File: src/rtl/md_audio_mixer_if.sv
// Sample stream port between the audio mixer and the board-level DAC/I2S serializer.
`timescale 1ns/1ps
interface md_audio_mixer_if;
    logic        out_valid;
    logic        out_ready;
    logic [15:0] out_l;
    logic [15:0] out_r;

    modport master (output out_valid, output out_l, output out_r, input out_ready);
    modport slave  (input out_valid, input out_l, input out_r, output out_ready);
endinterface

File: src/rtl/md_audio_mixer.sv
// Box-filters YM3438 stereo and PSG levels over 2^DECIM_LOG2 MCLK cycles, then mixes
// and saturates them into a 16-bit signed stereo stream behind a valid/ready port.
`timescale 1ns/1ps
module md_audio_mixer #(
    parameter int          DECIM_LOG2 = 10,
    parameter int          FM_SHIFT   = 5,
    parameter int          PSG_SHIFT  = 2,
    parameter logic [15:0] PSG_BIAS   = 16'h0000
) (
    input  logic                MCLK,
    input  logic                RESET,
    input  logic                fm_sample_en,
    input  logic signed [9:0]   MOL_2612,
    input  logic signed [9:0]   MOR_2612,
    input  logic                psg_sample_en,
    input  logic [15:0]         PSG,
    input  logic                mute,
    md_audio_mixer_if.master    out_if,
    output logic                overrun
);
    localparam int AW = 10 + DECIM_LOG2;
    localparam int PW = 16 + DECIM_LOG2;

    logic [DECIM_LOG2-1:0] r_cnt;
    logic                  w_tc;
    logic                  r_s1_valid;
    logic                  r_out_valid;
    logic                  r_overrun;
    logic [15:0]           r_psg_hold;
    logic [PW-1:0]         r_acc_p;
    logic [PW-1:0]         w_acc_p_sum;
    logic [15:0]           r_avg_p;
    logic signed [16:0]    w_psg_diff;
    logic signed [16:0]    w_psg_shr;
    logic signed [17:0]    w_psg_term;
    logic signed [9:0]     w_fm_in [2];
    logic [15:0]           w_out [2];

    assign w_tc       = &r_cnt;
    assign w_fm_in[0] = MOL_2612;
    assign w_fm_in[1] = MOR_2612;

    // The hold value current at the start of the cycle is summed; a strobe only
    // changes what the next cycle sees.
    assign w_acc_p_sum = r_acc_p + {{DECIM_LOG2{1'b0}}, r_psg_hold};

    always_ff @(posedge MCLK) begin
        if (RESET) begin
            r_cnt      <= '0;
            r_s1_valid <= 1'b0;
            r_psg_hold <= '0;
            r_acc_p    <= '0;
            r_avg_p    <= '0;
        end else begin
            r_cnt      <= r_cnt + 1'b1;
            r_s1_valid <= w_tc;
            if (psg_sample_en) begin
                r_psg_hold <= PSG;
            end
            if (w_tc) begin
                r_avg_p <= w_acc_p_sum[PW-1:DECIM_LOG2];
                r_acc_p <= '0;
            end else begin
                r_acc_p <= w_acc_p_sum;
            end
        end
    end

    assign w_psg_diff = $signed({1'b0, r_avg_p}) - $signed({1'b0, PSG_BIAS});
    assign w_psg_shr  = w_psg_diff >>> PSG_SHIFT;
    assign w_psg_term = {w_psg_shr[16], w_psg_shr};

    generate
        for (genvar gi = 0; gi < 2; gi++) begin : g_fm
            logic signed [9:0]    r_hold;
            logic signed [AW-1:0] r_acc;
            logic signed [AW-1:0] w_acc_sum;
            logic signed [9:0]    r_avg;
            logic signed [17:0]   w_fm_term;
            logic signed [17:0]   w_mix;
            logic [15:0]          w_sample;
            logic [15:0]          r_out;

            assign w_acc_sum = r_acc + {{DECIM_LOG2{r_hold[9]}}, r_hold};
            assign w_fm_term = {{8{r_avg[9]}}, r_avg} <<< FM_SHIFT;
            assign w_mix     = w_fm_term + w_psg_term;

            always_comb begin
                w_sample = w_mix[15:0];
                if (mute) begin
                    w_sample = 16'h0000;
                end else if (w_mix > 18'sd32767) begin
                    w_sample = 16'h7FFF;
                end else if (w_mix < -18'sd32768) begin
                    w_sample = 16'h8000;
                end
            end

            always_ff @(posedge MCLK) begin
                if (RESET) begin
                    r_hold <= '0;
                    r_acc  <= '0;
                    r_avg  <= '0;
                    r_out  <= '0;
                end else begin
                    if (fm_sample_en) begin
                        r_hold <= w_fm_in[gi];
                    end
                    if (w_tc) begin
                        r_avg <= w_acc_sum[AW-1:DECIM_LOG2];
                        r_acc <= '0;
                    end else begin
                        r_acc <= w_acc_sum;
                    end
                    if (r_s1_valid) begin
                        r_out <= w_sample;
                    end
                end
            end

            assign w_out[gi] = r_out;
        end
    endgenerate

    // A fresh mix always wins over a transfer; losing an unread sample is sticky.
    always_ff @(posedge MCLK) begin
        if (RESET) begin
            r_out_valid <= 1'b0;
            r_overrun   <= 1'b0;
        end else if (r_s1_valid) begin
            r_out_valid <= 1'b1;
            if (r_out_valid && !out_if.out_ready) begin
                r_overrun <= 1'b1;
            end
        end else if (r_out_valid && out_if.out_ready) begin
            r_out_valid <= 1'b0;
        end
    end

    assign out_if.out_valid = r_out_valid;
    assign out_if.out_l     = w_out[0];
    assign out_if.out_r     = w_out[1];
    assign overrun          = r_overrun;
endmodule

File: src/flat_wrapper.sv
// flat-port wrapper written by rule: the top's interface ports become plain ports
module md_audio_mixer_flat 
#(
    parameter int          DECIM_LOG2 = 10,
    parameter int          FM_SHIFT   = 5,
    parameter int          PSG_SHIFT  = 2,
    parameter logic [15:0] PSG_BIAS   = 16'h0000
)
  (MCLK, RESET, fm_sample_en, MOL_2612, MOR_2612, psg_sample_en, PSG, mute, overrun, out_if_out_valid, out_if_out_l, out_if_out_r, out_if_out_ready);
  md_audio_mixer_if out_if_i ();
  input  logic MCLK;
  input  logic RESET;
  input  logic fm_sample_en;
  input  logic signed [9:0] MOL_2612;
  input  logic signed [9:0] MOR_2612;
  input  logic psg_sample_en;
  input  logic [15:0] PSG;
  input  logic mute;
  output logic overrun;
  output wire logic [$bits(out_if_i.out_valid)-1:0] out_if_out_valid;
  output wire logic [$bits(out_if_i.out_l)-1:0] out_if_out_l;
  output wire logic [$bits(out_if_i.out_r)-1:0] out_if_out_r;
  input wire logic [$bits(out_if_i.out_ready)-1:0] out_if_out_ready;
  assign out_if_out_valid = out_if_i.out_valid;
  assign out_if_out_l = out_if_i.out_l;
  assign out_if_out_r = out_if_i.out_r;
  assign out_if_i.out_ready = out_if_out_ready;
  md_audio_mixer #(.DECIM_LOG2(DECIM_LOG2), .FM_SHIFT(FM_SHIFT), .PSG_SHIFT(PSG_SHIFT), .PSG_BIAS(PSG_BIAS)) u_core (.MCLK(MCLK), .RESET(RESET), .fm_sample_en(fm_sample_en), .MOL_2612(MOL_2612), .MOR_2612(MOR_2612), .psg_sample_en(psg_sample_en), .PSG(PSG), .mute(mute), .out_if(out_if_i), .overrun(overrun));
endmodule
File: config.mk
export PLATFORM = sky130hd
export DESIGN_NAME = md_audio_mixer_flat
export DESIGN_NICKNAME = d
export VERILOG_FILES = /design/src/rtl/md_audio_mixer_if.sv /design/src/rtl/md_audio_mixer.sv /design/src/flat_wrapper.sv
export SDC_FILE = /design/constraint.sdc
export NUM_CORES = 1
export LEC_CHECK = 0
export BUFFER_PORTS_ARGS = -buffer_cell sky130_fd_sc_hd__buf_2
export CAP_MARGIN = 10
export CORE_MARGIN = 2
export CORE_UTILIZATION = 55
export CTS_CLUSTER_DIAMETER = 30
export DETAILED_ROUTE_END_ITERATION = 8
export MAX_ROUTING_LAYER = met4
export PLACE_DENSITY = 0.77
export SYNTH_ARGS = -nofsm -noshare
export SYNTH_HDL_FRONTEND = slang
export SYNTH_SLANG_ARGS = --single-unit
File: constraint.sdc
create_clock -name MCLK -period 2.2 [get_ports MCLK]
set_input_delay 0.44 -clock MCLK [delete_from_list [all_inputs] [get_ports MCLK]]
set_output_delay 0.44 -clock MCLK [all_outputs]
set_load 0.01 [all_outputs]
==> summary.txt <==
Status
  • Status: finished, violations left
  • Failing checks: negative setup slack

Yosys
  • Synthesized netlist cell count: 1,062
  • FFs w/ async S/R, synth: 0
  • Post-synthesis area per instance: 8.75 um2
  • Syn_nets: 1,182
  • Post-synth top area share: 0.390
  • Synth area leader: dfxtp_1
  • Sequential area share after synthesis: 0.390
  • FF+latch count, synth: 181
  • Ys Warns: 0
  • Post-synth EDFFs: 0
  • Cell Area, Synth: 9290 um2
  • Area contributors post-synth: dfxtp_1 (39%), ha_1 (9.8%), nor2_1 (5.7%)
  • Top-count cell post-synth: dfxtp_1
  • Ys flop type: dfxtp_1
  • Synth cell count leaders: dfxtp_1 (181), nor2_1 (142), a21oi_1 (84), ha_1 (73), nand2_1 (72)
  • Unique masters post-synth: 60

Timing
  • Worst-case clock skew: 0.0105 ns
  • Final WS setup: -0.291 ns
  • Total negative slack: -1.95 ns
  • Fmax: 402 MHz
  • Final Hold Fails: 0
  • Relative slew margins: 0.508
  • Slew Viols, Final: 0
  • Final period util: 1.13
  • RSZ-0062 raised after global routing: true
  • Tmin final: 2.49 ns
  • Final setup viols: 21
  • Worst-margin pin slew: 0.730 ns

Cells and area
  • Area Growth Syn to Fin: 25.9%
  • Layout Utilization: 0.708
  • Layout cells sized above 1: 0.265
  • Cell area after layout: 11,700 um2
  • Nets: 1,327
  • Ant diodes: 0

Clock tree
  • Clk slew on worst S/H paths: 0.08 ns
  • Hold buffers post-CTS: 0
  • CTS tree: built
  • Max clock buf depth: 2
  • Maximum level of the CTS H-tree: 4
  • Sink Count: 181
  • Worst-Skew Late Latency: 0.44 ns
  • Num CTS Buffers: 17
  • Clk root buf: clkbuf_16

Placed design
  • Count of input and output buffers: 75
  • Hpwl dp: 14.7 mm
  • Post-DP Area: 10,400 um2
  • Pre-CTS setup slack: -0.188 ns
  • RD Place Congestion: 0.865

Floorplanning
  • Core box area: 16,500 um2
  • Initial Util: 0.562
  • # rows: 47
  • IO Count: 76
  • Die Span Y: 134 um
  • Die W: 134 um
  • Die Area: 17,900 um2

Pwr
  • Power per cell area: 668 nW/um2
  • Worst IR Drop VDD: 574 uV
  • LEAKAGE: 5.27 nW

Drt
  • Wire per inst: 15.7 um
  • Routed wl met2: 10.9 mm
  • DRT Pass-1 Iters: 5
  • Post-DRT Antenna Nets: 0
  • Post-Route WL: 22.7 mm
  • Post-route DRC: 0
  • Met3 routed WL: 936 um
  • Vias: 8,121
  • Initial DRC count: 567
  • Wl on met1: 10.4 mm
  • Vias per cell: 5.64
  • Max layer used: met4

Critical path
  • Worst endpoint required time: 2.53 ns
  • CP most frequent cell: o31a_1
  • Startpoint Class: flop
  • Crit path cell chain: ha_4, inv_2, fa_2, nor2b_2, o31a_1, o311a_1, o211ai_1, a21oi_1, o31a_1, o31ai_1
  • Crit path arrival time: 2.82 ns
  • Crit. End Element: flop
  • CP max stage cell: o311a_1
  • Critical Path Fanout Max: 3
  • Critical path class: reg2reg
  • Slowest stage delay, CP: 0.35 ns

Job
  • Max-cap viol count: 0

Global routing
  • Total GRT Usage: 0.250
  • Vias in the first global route: 7,653
  • Initial antenna violation count: 0
  • First-pass GRT wire length: 35.9 mm
  • Largest net degree at the start of global routing: 79
  • Congestion Overflow GR: 0

Worst hold path
  • Worst min path class: in2reg
[stage by stage]
step	hold WS, ns	instances	power (W)
after floorplan	0.418	1062	0.00436
after global placement	0.427	1392	0.00466
after detailed placement	0.442	1392	0.00469
after CTS	0.230	1434	0.00771
after global routing	0.241	1440	0.00814
final	0.234	1440	0.00782
[logic make-up (layout without fill, tap and decap cells)]
group,after synthesis,after routing,share of synthesized area
buf+inv,70,228,0.0345
fa+ha+maj,78,78,0.109
mux,36,36,0.0388
simple gates,394,394,0.205
compound gates,241,241,0.164
flops,181,181,0.390
xor+xnor,62,62,0.0585
[metal layers]
layer  GRT usage  up-vias
met4      0.0780        0
met1       0.320     3836
met2       0.408      228
met3      0.0385       30
li1            -     4027
met5           -        -
[cell usage in the layout, fill, tap and decap left out, drive strengths merged, types with 3 or more instances in the layout]
master	count
a211oi	13
dfxtp	181
or4	5
buf	167
a311oi	4
nand3b	7
nand2b	26
and2	14
clkbuf	18
nand2	72
fa	5
o2111ai	4
mux2i	36
or2	3
nor2b	26
a21oi	85
inv	36
nor2	142
o211ai	4
xor2	26
xnor2	36
nand3	26
or3	7
ha	73
a31oi	8
o21bai	7
and3	24
a211o	4
o31ai	11
clkinvlp	4
a21o	23
o21a	11
nor3b	4
nor3	25
o21ai	49
nor4	10
[cell type report]
| class | count | area (um2) |
|---|---|---|
| Multi-Input combinational cell | 811 | 6000 |
| Tap cell | 220 | 275 |
| Sequential cell | 181 | 3640 |
| Clock buffer | 18 | 429 |
| Inverter | 29 | 109 |
| Timing Repair Buffer | 167 | 1100 |
| Clock inverter | 14 | 140 |
| Fill cell | 1214 | 4830 |
[final timing paths]
| path | start | endpoint | slack [ns] | cells after the start |
|---|---|---|---|---|
| worst max-delay path | u_core.g_fm[1].r_hold[0] | u_core.g_fm[1].r_avg[6] | -0.29 | 10 |
| worst min-delay path | MOL_2612[4] | u_core.g_fm[0].r_hold[4] | 0.23 | 3 |
| worst max register to register | u_core.g_fm[1].r_hold[0] | u_core.g_fm[1].r_avg[6] | -0.29 | 10 |
| worst min register to register | u_core.r_avg_p[2] | u_core.r_avg_p[2] | 0.46 | 2 |
[state kept, by name, summed over array words and instances, names as in the netlist]
signal                   flops
u_core.r_acc_p              26
u_core.out_if.out_r         16
u_core.g_fm.r_acc           40
u_core.r_s1_valid            1
u_core.g_fm.r_hold          20
u_core.r_psg_hold           16
u_core.r_cnt                10
u_core.g_fm.r_avg           20
u_core.overrun               1
u_core.out_if.out_l         16
u_core.out_if.out_valid      1
u_core.r_avg_p              14
[critical path: cells and delay by family, from the launching register on]
| family | cells | cell delay (ns) |
|---|---|---|
| AO/OA/AOI/OAI | 6 | 1.59 |
| adder cells (fa/ha/maj) | 2 | 0.36 |
| buffers and inverters | 1 | 0.05 |
| flip-flops | 1 | 0.33 |
| AND/OR/NAND/NOR | 1 | 0.06 |
[where the power goes]
part / switching [W] / internal [W] / leakage [nW]
clock network: 0.00139 / 0.00159 / 0.268
registers: 0.0000930 / 0.00345 / 1.48
logic: 0.000714 / 0.000587 / 3.52
[timing repair]
action	4_1_cts	5_1_grt
resized for setup	41	93
endpoints found under the setup margin	35	66
buffers inserted	10	6
pin swaps	20	46
(Power assumes the default switching activity.)
